### config.mk
export PLATFORM = sky130hd
export DESIGN_NAME = kf8237_scalable_address_count_registers_flat
export DESIGN_NICKNAME = d
export VERILOG_FILES = /design/src/rtl/kf8237_scalable_address_count_registers_if.sv /design/src/rtl/kf8237_scalable_address_count_registers.sv /design/src/flat_wrapper.sv
export SDC_FILE = /design/constraint.sdc
export NUM_CORES = 1
export LEC_CHECK = 0
export ABC_CLOCK_PERIOD_IN_PS = 12100
export CORE_MARGIN = 1
export CORE_UTILIZATION = 30
export DETAILED_ROUTE_END_ITERATION = 7
export PLACE_DENSITY = 0.5
export SYNTH_ARGS = -nofsm -noshare
export SYNTH_HDL_FRONTEND = slang
export SYNTH_SLANG_ARGS = --single-unit
### constraint.sdc
create_clock -name clock -period 12.1 [get_ports clock]
set_clock_uncertainty 0.1 [all_clocks]
set_input_delay 2.42 -clock clock [delete_from_list [all_inputs] [get_ports clock]]
set_output_delay 2.42 -clock clock [all_outputs]
set_load 0.01 [all_outputs]
### src/rtl/kf8237_scalable_address_count_registers_if.sv
// CPU/command-side bundle of the KF8237 address/count register file.
// Handshake: strobes are 1-cycle pulses sampled on the falling clock edge; selects are levels; no back-pressure.
interface kf8237_scalable_address_count_registers_if #(
   parameter int CHANNELS      = 4,
   parameter int ADDRESS_WIDTH = 16,
   parameter int COUNT_WIDTH   = 16
);
   localparam int MAX_W     = (ADDRESS_WIDTH > COUNT_WIDTH) ? ADDRESS_WIDTH : COUNT_WIDTH;
   localparam int REG_BYTES = (MAX_W + 7) / 8;
   localparam int BP_W      = (REG_BYTES > 1) ? $clog2(REG_BYTES) : 1;

   logic [7:0]               internal_data_bus;
   logic [7:0]               read_data;
   logic [CHANNELS-1:0]      write_address;
   logic [CHANNELS-1:0]      write_count;
   logic [CHANNELS-1:0]      read_address;
   logic [CHANNELS-1:0]      read_count;
   logic                     read_strobe;
   logic                     clear_byte_pointer;
   logic                     master_clear;
   logic [CHANNELS-1:0]      channel_select;
   logic                     initialize_current_register;
   logic                     next_word;
   logic                     decrement_address_config;
   logic                     address_hold_config;
   logic                     autoinitialize_config;
   logic [BP_W-1:0]          byte_pointer;
   logic [ADDRESS_WIDTH-1:0] transfer_address;
   logic                     terminal_count;

   modport slave (
      input  internal_data_bus, write_address, write_count, read_address, read_count,
             read_strobe, clear_byte_pointer, master_clear, channel_select,
             initialize_current_register, next_word, decrement_address_config,
             address_hold_config, autoinitialize_config,
      output read_data, byte_pointer, transfer_address, terminal_count
   );

   modport master (
      output internal_data_bus, write_address, write_count, read_address, read_count,
             read_strobe, clear_byte_pointer, master_clear, channel_select,
             initialize_current_register, next_word, decrement_address_config,
             address_hold_config, autoinitialize_config,
      input  read_data, byte_pointer, transfer_address, terminal_count
   );
endinterface

### src/rtl/kf8237_scalable_address_count_registers.sv
// N-channel base/current address and word-count registers with byte-serial CPU access,
// autoinitialize reload and a registered terminal-count pulse. State changes on the falling clock edge.
module kf8237_scalable_address_count_registers #(
   parameter int CHANNELS      = 4,
   parameter int ADDRESS_WIDTH = 16,
   parameter int COUNT_WIDTH   = 16
) (
   input logic clock,
   input logic reset,
   kf8237_scalable_address_count_registers_if.slave bus
);
   localparam int MAX_W     = (ADDRESS_WIDTH > COUNT_WIDTH) ? ADDRESS_WIDTH : COUNT_WIDTH;
   localparam int REG_BYTES = (MAX_W + 7) / 8;
   localparam int BP_W      = (REG_BYTES > 1) ? $clog2(REG_BYTES) : 1;
   localparam int BUS_W     = REG_BYTES * 8;
   localparam int CH_W      = (CHANNELS > 1) ? $clog2(CHANNELS) : 1;

   logic [ADDRESS_WIDTH-1:0] r_base_addr [CHANNELS];
   logic [ADDRESS_WIDTH-1:0] r_cur_addr  [CHANNELS];
   logic [COUNT_WIDTH-1:0]   r_base_cnt  [CHANNELS];
   logic [COUNT_WIDTH-1:0]   r_cur_cnt   [CHANNELS];
   logic [BP_W-1:0]          r_byte_ptr;
   logic                     r_tc;

   logic [ADDRESS_WIDTH-1:0] w_base_addr_nx [CHANNELS];
   logic [ADDRESS_WIDTH-1:0] w_cur_addr_nx  [CHANNELS];
   logic [COUNT_WIDTH-1:0]   w_base_cnt_nx  [CHANNELS];
   logic [COUNT_WIDTH-1:0]   w_cur_cnt_nx   [CHANNELS];
   logic [BP_W-1:0]          w_byte_ptr_nx;
   logic                     w_tc_nx;

   logic [CH_W-1:0]  w_wa_idx, w_wc_idx, w_ra_idx, w_rc_idx, w_sel_idx;
   logic             w_wa_any, w_wc_any, w_sel_any;
   logic [BUS_W-1:0] w_rd_word;

   // Multi-hot selects resolve to the lowest set index.
   function automatic logic [CH_W-1:0] f_lowest(input logic [CHANNELS-1:0] v);
      logic [CH_W-1:0] idx;
      idx = '0;
      for (int i = CHANNELS - 1; i >= 0; i--) begin
         if (v[i]) idx = CH_W'(i);
      end
      return idx;
   endfunction

   function automatic logic [ADDRESS_WIDTH-1:0] f_put_addr(input logic [ADDRESS_WIDTH-1:0] old,
                                                           input logic [BP_W-1:0] idx,
                                                           input logic [7:0] b);
      logic [BUS_W-1:0] w;
      w = BUS_W'(old);
      w[{idx, 3'b000} +: 8] = b;
      return w[ADDRESS_WIDTH-1:0];
   endfunction

   function automatic logic [COUNT_WIDTH-1:0] f_put_cnt(input logic [COUNT_WIDTH-1:0] old,
                                                        input logic [BP_W-1:0] idx,
                                                        input logic [7:0] b);
      logic [BUS_W-1:0] w;
      w = BUS_W'(old);
      w[{idx, 3'b000} +: 8] = b;
      return w[COUNT_WIDTH-1:0];
   endfunction

   assign w_wa_idx  = f_lowest(bus.write_address);
   assign w_wc_idx  = f_lowest(bus.write_count);
   assign w_ra_idx  = f_lowest(bus.read_address);
   assign w_rc_idx  = f_lowest(bus.read_count);
   assign w_sel_idx = f_lowest(bus.channel_select);
   assign w_wa_any  = |bus.write_address;
   assign w_wc_any  = |bus.write_count;
   assign w_sel_any = |bus.channel_select;

   always_comb begin
      w_byte_ptr_nx = r_byte_ptr;
      if (bus.master_clear || bus.clear_byte_pointer) begin
         w_byte_ptr_nx = '0;
      end else if (w_wa_any || w_wc_any || bus.read_strobe) begin
         w_byte_ptr_nx = (r_byte_ptr == BP_W'(REG_BYTES - 1)) ? '0 : r_byte_ptr + BP_W'(1);
      end
   end

   // A CPU write to a channel blocks initialize/next_word on that channel for the cycle.
   always_comb begin
      w_tc_nx = 1'b0;
      for (int i = 0; i < CHANNELS; i++) begin
         w_base_addr_nx[i] = r_base_addr[i];
         w_cur_addr_nx[i]  = r_cur_addr[i];
         w_base_cnt_nx[i]  = r_base_cnt[i];
         w_cur_cnt_nx[i]   = r_cur_cnt[i];
         if (bus.master_clear) begin
            w_base_addr_nx[i] = '0;
            w_cur_addr_nx[i]  = '0;
            w_base_cnt_nx[i]  = '0;
            w_cur_cnt_nx[i]   = '0;
         end else if ((w_wa_any && w_wa_idx == CH_W'(i)) || (w_wc_any && w_wc_idx == CH_W'(i))) begin
            if (w_wa_any && w_wa_idx == CH_W'(i)) begin
               w_base_addr_nx[i] = f_put_addr(r_base_addr[i], r_byte_ptr, bus.internal_data_bus);
               w_cur_addr_nx[i]  = f_put_addr(r_cur_addr[i], r_byte_ptr, bus.internal_data_bus);
            end
            if (w_wc_any && w_wc_idx == CH_W'(i)) begin
               w_base_cnt_nx[i] = f_put_cnt(r_base_cnt[i], r_byte_ptr, bus.internal_data_bus);
               w_cur_cnt_nx[i]  = f_put_cnt(r_cur_cnt[i], r_byte_ptr, bus.internal_data_bus);
            end
         end else if (w_sel_any && w_sel_idx == CH_W'(i)) begin
            if (bus.initialize_current_register) begin
               w_cur_addr_nx[i] = r_base_addr[i];
               w_cur_cnt_nx[i]  = r_base_cnt[i];
            end else if (bus.next_word) begin
               w_tc_nx = (r_cur_cnt[i] == '0);
               if (r_cur_cnt[i] == '0 && bus.autoinitialize_config) begin
                  w_cur_addr_nx[i] = r_base_addr[i];
                  w_cur_cnt_nx[i]  = r_base_cnt[i];
               end else begin
                  w_cur_cnt_nx[i] = r_cur_cnt[i] - COUNT_WIDTH'(1);
                  if (!bus.address_hold_config) begin
                     w_cur_addr_nx[i] = bus.decrement_address_config ?
                                        r_cur_addr[i] - ADDRESS_WIDTH'(1) :
                                        r_cur_addr[i] + ADDRESS_WIDTH'(1);
                  end
               end
            end
         end
      end
   end

   always_ff @(negedge clock or posedge reset) begin
      if (reset) begin
         for (int i = 0; i < CHANNELS; i++) begin
            r_base_addr[i] <= '0;
            r_cur_addr[i]  <= '0;
            r_base_cnt[i]  <= '0;
            r_cur_cnt[i]   <= '0;
         end
         r_byte_ptr <= '0;
         r_tc       <= 1'b0;
      end else begin
         for (int i = 0; i < CHANNELS; i++) begin
            r_base_addr[i] <= w_base_addr_nx[i];
            r_cur_addr[i]  <= w_cur_addr_nx[i];
            r_base_cnt[i]  <= w_base_cnt_nx[i];
            r_cur_cnt[i]   <= w_cur_cnt_nx[i];
         end
         r_byte_ptr <= w_byte_ptr_nx;
         r_tc       <= w_tc_nx;
      end
   end

   // read_address outranks read_count; bytes above a register's width read as zero.
   always_comb begin
      w_rd_word = '0;
      if (|bus.read_address) begin
         w_rd_word = BUS_W'(r_cur_addr[w_ra_idx]);
      end else if (|bus.read_count) begin
         w_rd_word = BUS_W'(r_cur_cnt[w_rc_idx]);
      end
   end

   assign bus.read_data        = w_rd_word[{r_byte_ptr, 3'b000} +: 8];
   assign bus.byte_pointer     = r_byte_ptr;
   assign bus.transfer_address = w_sel_any ? r_cur_addr[w_sel_idx] : '0;
   assign bus.terminal_count   = r_tc;
endmodule

### src/flat_wrapper.sv
// flat-port wrapper written by rule: the top's interface ports become plain ports
module kf8237_scalable_address_count_registers_flat 
#(
   parameter int CHANNELS      = 4,
   parameter int ADDRESS_WIDTH = 16,
   parameter int COUNT_WIDTH   = 16
)
  (clock, reset, bus_internal_data_bus, bus_write_address, bus_write_count, bus_read_address, bus_read_count, bus_read_strobe, bus_clear_byte_pointer, bus_master_clear, bus_channel_select, bus_initialize_current_register, bus_next_word, bus_decrement_address_config, bus_address_hold_config, bus_autoinitialize_config, bus_read_data, bus_byte_pointer, bus_transfer_address, bus_terminal_count);
  kf8237_scalable_address_count_registers_if #(.CHANNELS(CHANNELS), .ADDRESS_WIDTH(ADDRESS_WIDTH), .COUNT_WIDTH(COUNT_WIDTH)) bus_i ();
  input logic clock;
  input logic reset;
  input wire logic [$bits(bus_i.internal_data_bus)-1:0] bus_internal_data_bus;
  input wire logic [$bits(bus_i.write_address)-1:0] bus_write_address;
  input wire logic [$bits(bus_i.write_count)-1:0] bus_write_count;
  input wire logic [$bits(bus_i.read_address)-1:0] bus_read_address;
  input wire logic [$bits(bus_i.read_count)-1:0] bus_read_count;
  input wire logic [$bits(bus_i.read_strobe)-1:0] bus_read_strobe;
  input wire logic [$bits(bus_i.clear_byte_pointer)-1:0] bus_clear_byte_pointer;
  input wire logic [$bits(bus_i.master_clear)-1:0] bus_master_clear;
  input wire logic [$bits(bus_i.channel_select)-1:0] bus_channel_select;
  input wire logic [$bits(bus_i.initialize_current_register)-1:0] bus_initialize_current_register;
  input wire logic [$bits(bus_i.next_word)-1:0] bus_next_word;
  input wire logic [$bits(bus_i.decrement_address_config)-1:0] bus_decrement_address_config;
  input wire logic [$bits(bus_i.address_hold_config)-1:0] bus_address_hold_config;
  input wire logic [$bits(bus_i.autoinitialize_config)-1:0] bus_autoinitialize_config;
  output wire logic [$bits(bus_i.read_data)-1:0] bus_read_data;
  output wire logic [$bits(bus_i.byte_pointer)-1:0] bus_byte_pointer;
  output wire logic [$bits(bus_i.transfer_address)-1:0] bus_transfer_address;
  output wire logic [$bits(bus_i.terminal_count)-1:0] bus_terminal_count;
  assign bus_i.internal_data_bus = bus_internal_data_bus;
  assign bus_i.write_address = bus_write_address;
  assign bus_i.write_count = bus_write_count;
  assign bus_i.read_address = bus_read_address;
  assign bus_i.read_count = bus_read_count;
  assign bus_i.read_strobe = bus_read_strobe;
  assign bus_i.clear_byte_pointer = bus_clear_byte_pointer;
  assign bus_i.master_clear = bus_master_clear;
  assign bus_i.channel_select = bus_channel_select;
  assign bus_i.initialize_current_register = bus_initialize_current_register;
  assign bus_i.next_word = bus_next_word;
  assign bus_i.decrement_address_config = bus_decrement_address_config;
  assign bus_i.address_hold_config = bus_address_hold_config;
  assign bus_i.autoinitialize_config = bus_autoinitialize_config;
  assign bus_read_data = bus_i.read_data;
  assign bus_byte_pointer = bus_i.byte_pointer;
  assign bus_transfer_address = bus_i.transfer_address;
  assign bus_terminal_count = bus_i.terminal_count;
  kf8237_scalable_address_count_registers #(.CHANNELS(CHANNELS), .ADDRESS_WIDTH(ADDRESS_WIDTH), .COUNT_WIDTH(COUNT_WIDTH)) u_core (.clock(clock), .reset(reset), .bus(bus_i));
endmodule
==> results by stage <==
Status:
- The flow ran to the end, but the final reports show violations.
- The checks that failed: DRC.

Logic synthesis:
- The fraction of synthesized cell area taken by the top area cell type is 35.9%.
- After synthesis the netlist holds a flip-flop and latch count of 258.
- The cell count after synthesis came out at 2128.
- The portion of the post-synthesis area used by sequential elements is 35.9%.
- The xor/xnor cell area share of the yosys netlist is 4.63%.
- The post-synthesis adder-cell area fraction is 4.69%.
- The average instance area after synthesis is 8.45 um^2.
- In this run, distinct cell masters in the synthesized netlist total 80.
- Sorting the synthesized cells by how often they occur yields nand2_1, dfrtn_1, a21oi_1.
- Summing the areas of all compound-gate instances in the mapped netlist gives 21.6% of the synthesized area.
- The net count of the mapped netlist is 2231.
- In the post-synthesis netlist, the cell with the most instances is nand2_1.
- The fraction of synthesized area in multiplexers is 9.44%.
- The post-synthesis simple-gate area fraction is 19.9%.
- The number of synthesized flops with an enable pin is 0.
- In the synthesized netlist the dominant register cell turns out to be dfrtn_1.
- The largest area contributor in the netlist is dfrtn_1.
- Yosys printed 0 warnings.
- Yosys attributes the largest share of cell area to dfrtn_1, nand2_1, a21oi_1, mux4_2, o21ai_0.
- The largest family of logic cells by synthesized area is compound AO/OA/AOI/OAI gates.
- Summing every instance area after synthesis gives 18000 um^2.
- Of all flip-flops after synthesis, the portion carrying an async set or reset was 100%.

Place:
- The number of placed instances, taps included, is 2904.
- The number of buffers inserted by port buffering is 63.
- The cell area after placement is 19700 um^2.
- The routability congestion estimate from global placement is 0.929.
- The placed wire-length estimate after detailed placement is 52500 um.
- The placement-stage worst setup slack is 486 ps.

Routing:
- Summed over all layers, the routed wires come to 72000 um.
- In the final routed layout, each cell accounts on average for 24.3 um.
- The first TritonRoute pass finished after 8 iterations.
- The count of nets left with antenna violations once routing finished came out at 0.
- The routed via count divided by cell count is 5.73.
- For this run, design rule violations remaining after detail routing come to 10.
- The DRC marker count from the first detailed-route iteration is 1815.
- The final route contains 17000 vias.

Floorplan:
- The floorplan die width is 247 um.
- The area of the die is 60900 um^2.
- The overall die height is 247 um.
- For this configuration, the core starts out at a cell density of 30.4%.
- The region available for standard cell placement spans 59100 um^2.
- The I/O pin count is 64.
- In this run the core area contains 89 standard-cell rows.

Setup path:
- The data required time of the critical path is 9580 ps.
- The maximum net fanout on the critical path is 22.
- The critical path startpoint category is a flop.
- The critical path capture point type is a primary output.
- The critical path in this run is classified as reg2out.
- The data arrival time of the critical path is 9230 ps.

Global route:
- For this run the aggregate overflow at the end of global routing stands at 0.
- The number of global-route vias before repair was 15700.
- The number of antenna violations at the first check in global routing came to 1.
- For this run, the total global-route usage over all layers was measured as 23.5%.
- Entering global routing, the biggest net connects 80 pins.
- The wire length of the first global-routing pass is 106000 um.

Clocking:
- The total number of H-tree levels is 1.
- Gates resized during post-CTS repair numbered 0.
- In this run the deepest clock path goes through 3 buffers.
- The cts-stage hold buffer count is 0.
- The clock tree root buffer cell is clkbuf_16.
- The clock reaches the later pin of the worst-skew pair after 570 ps.
- Buffers inserted during clock tree synthesis total 30.
- The clock tree from TritonCTS is yes.
- After clock tree synthesis, the clock-pin slew on the worst setup and hold paths is 50 ps.
- The number of buffers inserted by post-CTS setup repair is 0.
- For this design, the sink count on the clock tree is 258.

Final layout:
- The number of diodes is 0.
- The finished cells cover 20700 um^2.
- Compared with the post-synthesis result, the final layout area differs by 15.3%.
- The final net count is 2266.
- The share of cells above drive strength 1 is 10.3%.
- For this run, the share of the core covered by cells in the final layout is 35.0%.
- Summing all multi-input logic gate instances after layout gives 10900 um^2.
- The number of fill cells is 6068.
- The final non-filler cell total is 2959.
- The sequential standard cell area is 6460 um^2.

Job:
- The count of maximum capacitance violations is 0.

STA:
- In this run the tightest slew margin relative to its limit is 24.8%.
- The count of final setup violators is 0.
- In the post-route analysis, the smallest setup slack over all paths is 353 ps.
- The final count of hold timing violations came to 0.
- For the pin with the worst max-slew slack, the measured transition is 1130 ps.
- The worst slack on hold paths is 368 ps.
- Adding up every negative setup slack in the final design gives 0 ps.
- Setup repair after global routing left no endpoint under its margin.
- The number of max-slew violations in the final report is 0.

Power and ir drop:
- Total power for the finished layout comes to 2.94 mW.
- Net switching is 36.3% of the power.
- The cell leakage power is 8.69 nW.
- The combinational power share is 30.4%.
- The net switching power is 1.07 mW.
- The internal power contribution is 1.87 mW.
- VDD sags by at most 77.7 uV.
- In this run, the clock network consumes 32.6% of the power.
- In this run the power density over the cells is 142 nW/um^2.
- The portion of total power attributed to sequential cells is 37.0%.

Hold path:
- The worst hold-check path type is reg2reg.
[cell usage in the layout (no fill, tap or decap), drive strengths merged, types with 9 or more instances in the layout]
cell type      instances
nand2                363
dfrtn                258
a21oi                240
o21ai                182
nor2                 178
nand3                 83
buf                   83
ha                    61
clkdlybuf4s50         61
mux2i                 57
xnor2                 52
a21o                  48
mux4                  48
nor3                  44
clkbuf                44
xor2                  43
a221oi                30
nor2b                 26
inv                   24
a31oi                 22
a211oi                22
or3                   18
nor4                  18
o211ai                13
o31ai                 12
nand2b                11
o22ai                  9
[critical path: stages (launching register included)]
cell and delay [ps]:
dfrtn_1 1040, mux2i_1 680, o22ai_1 290, clkdlybuf4s50_1 560
[sequential cells by signal, indices dropped and copies added, names as in the netlist]
name	cells
u_core.r_base_cnt	64
u_core.r_cur_cnt	64
u_core.r_cur_addr	64
u_core.r_base_addr	64
u_core.bus.byte_pointer	1
u_core.bus.terminal_count	1
[per-layer routing]
| layer | track usage [%] | vias to the layer above | wire, um |
|---|---|---|---|
| met2 | 36.0 | 695 | 32000 |
| met5 | 0 | - | 13 |
| met1 | 33.2 | 8353 | 32200 |
| met3 | 3.45 | 127 | 5000 |
| met4 | 8.90 | 2 | 2770 |
| li1 | - | 7774 | - |
[final cells by class]
class	count	share of cell area, %
sequential	258	31.2
inverter	24	0.453
tap	773	4.67
multi-input combinational	1705	52.6
clock buffer	44	4.36
clock inverter	11	0.616
timing repair buffer	144	6.18
[logic make-up (layout without fill, tap and decap cells)]
family                     count (synthesis)  in the layout
xor gates and xnor gates                  95             95
adders and majority gates                 65             65
muxes                                    109            109
DFF                                      258            258
buffers and inverters                    165            223
and+or+nand+nor                          794            794
AOI/OAI and AO/OA                        642            642
[power by group through the flow]
stage | Combinational [mW] | Sequential (mW) | Clock [mW]
2_1_floorplan | 0.619 | 1.02 | 0
3_3_place_gp | 0.868 | 1.10 | 0
3_5_place_dp | 0.876 | 1.10 | 0
4_1_cts | 0.883 | 1.08 | 0.971
5_1_grt | 0.977 | 1.09 | 1.00
6_report | 0.895 | 1.09 | 0.960
[path summary, 6_finish.rpt]
kind / from / end / slack, ps / cells past startpoint
min in group asynchronous: reset / u_core.r_base_cnt[22] / 8130 / 2
max in group asynchronous: reset / u_core.r_base_addr[25] / 2900 / 3
setup / recovery: u_core.bus.byte_pointer / bus_read_data[3] / 350 / 3
hold / removal: u_core.r_base_addr[37] / u_core.r_base_addr[37] / 370 / 2
setup reg to reg: u_core.bus.byte_pointer / u_core.r_cur_cnt[1] / 8030 / 8
hold reg to reg: u_core.r_base_addr[37] / u_core.r_base_addr[37] / 370 / 2
No activity file was read; power rests on OpenSTA's default activity.
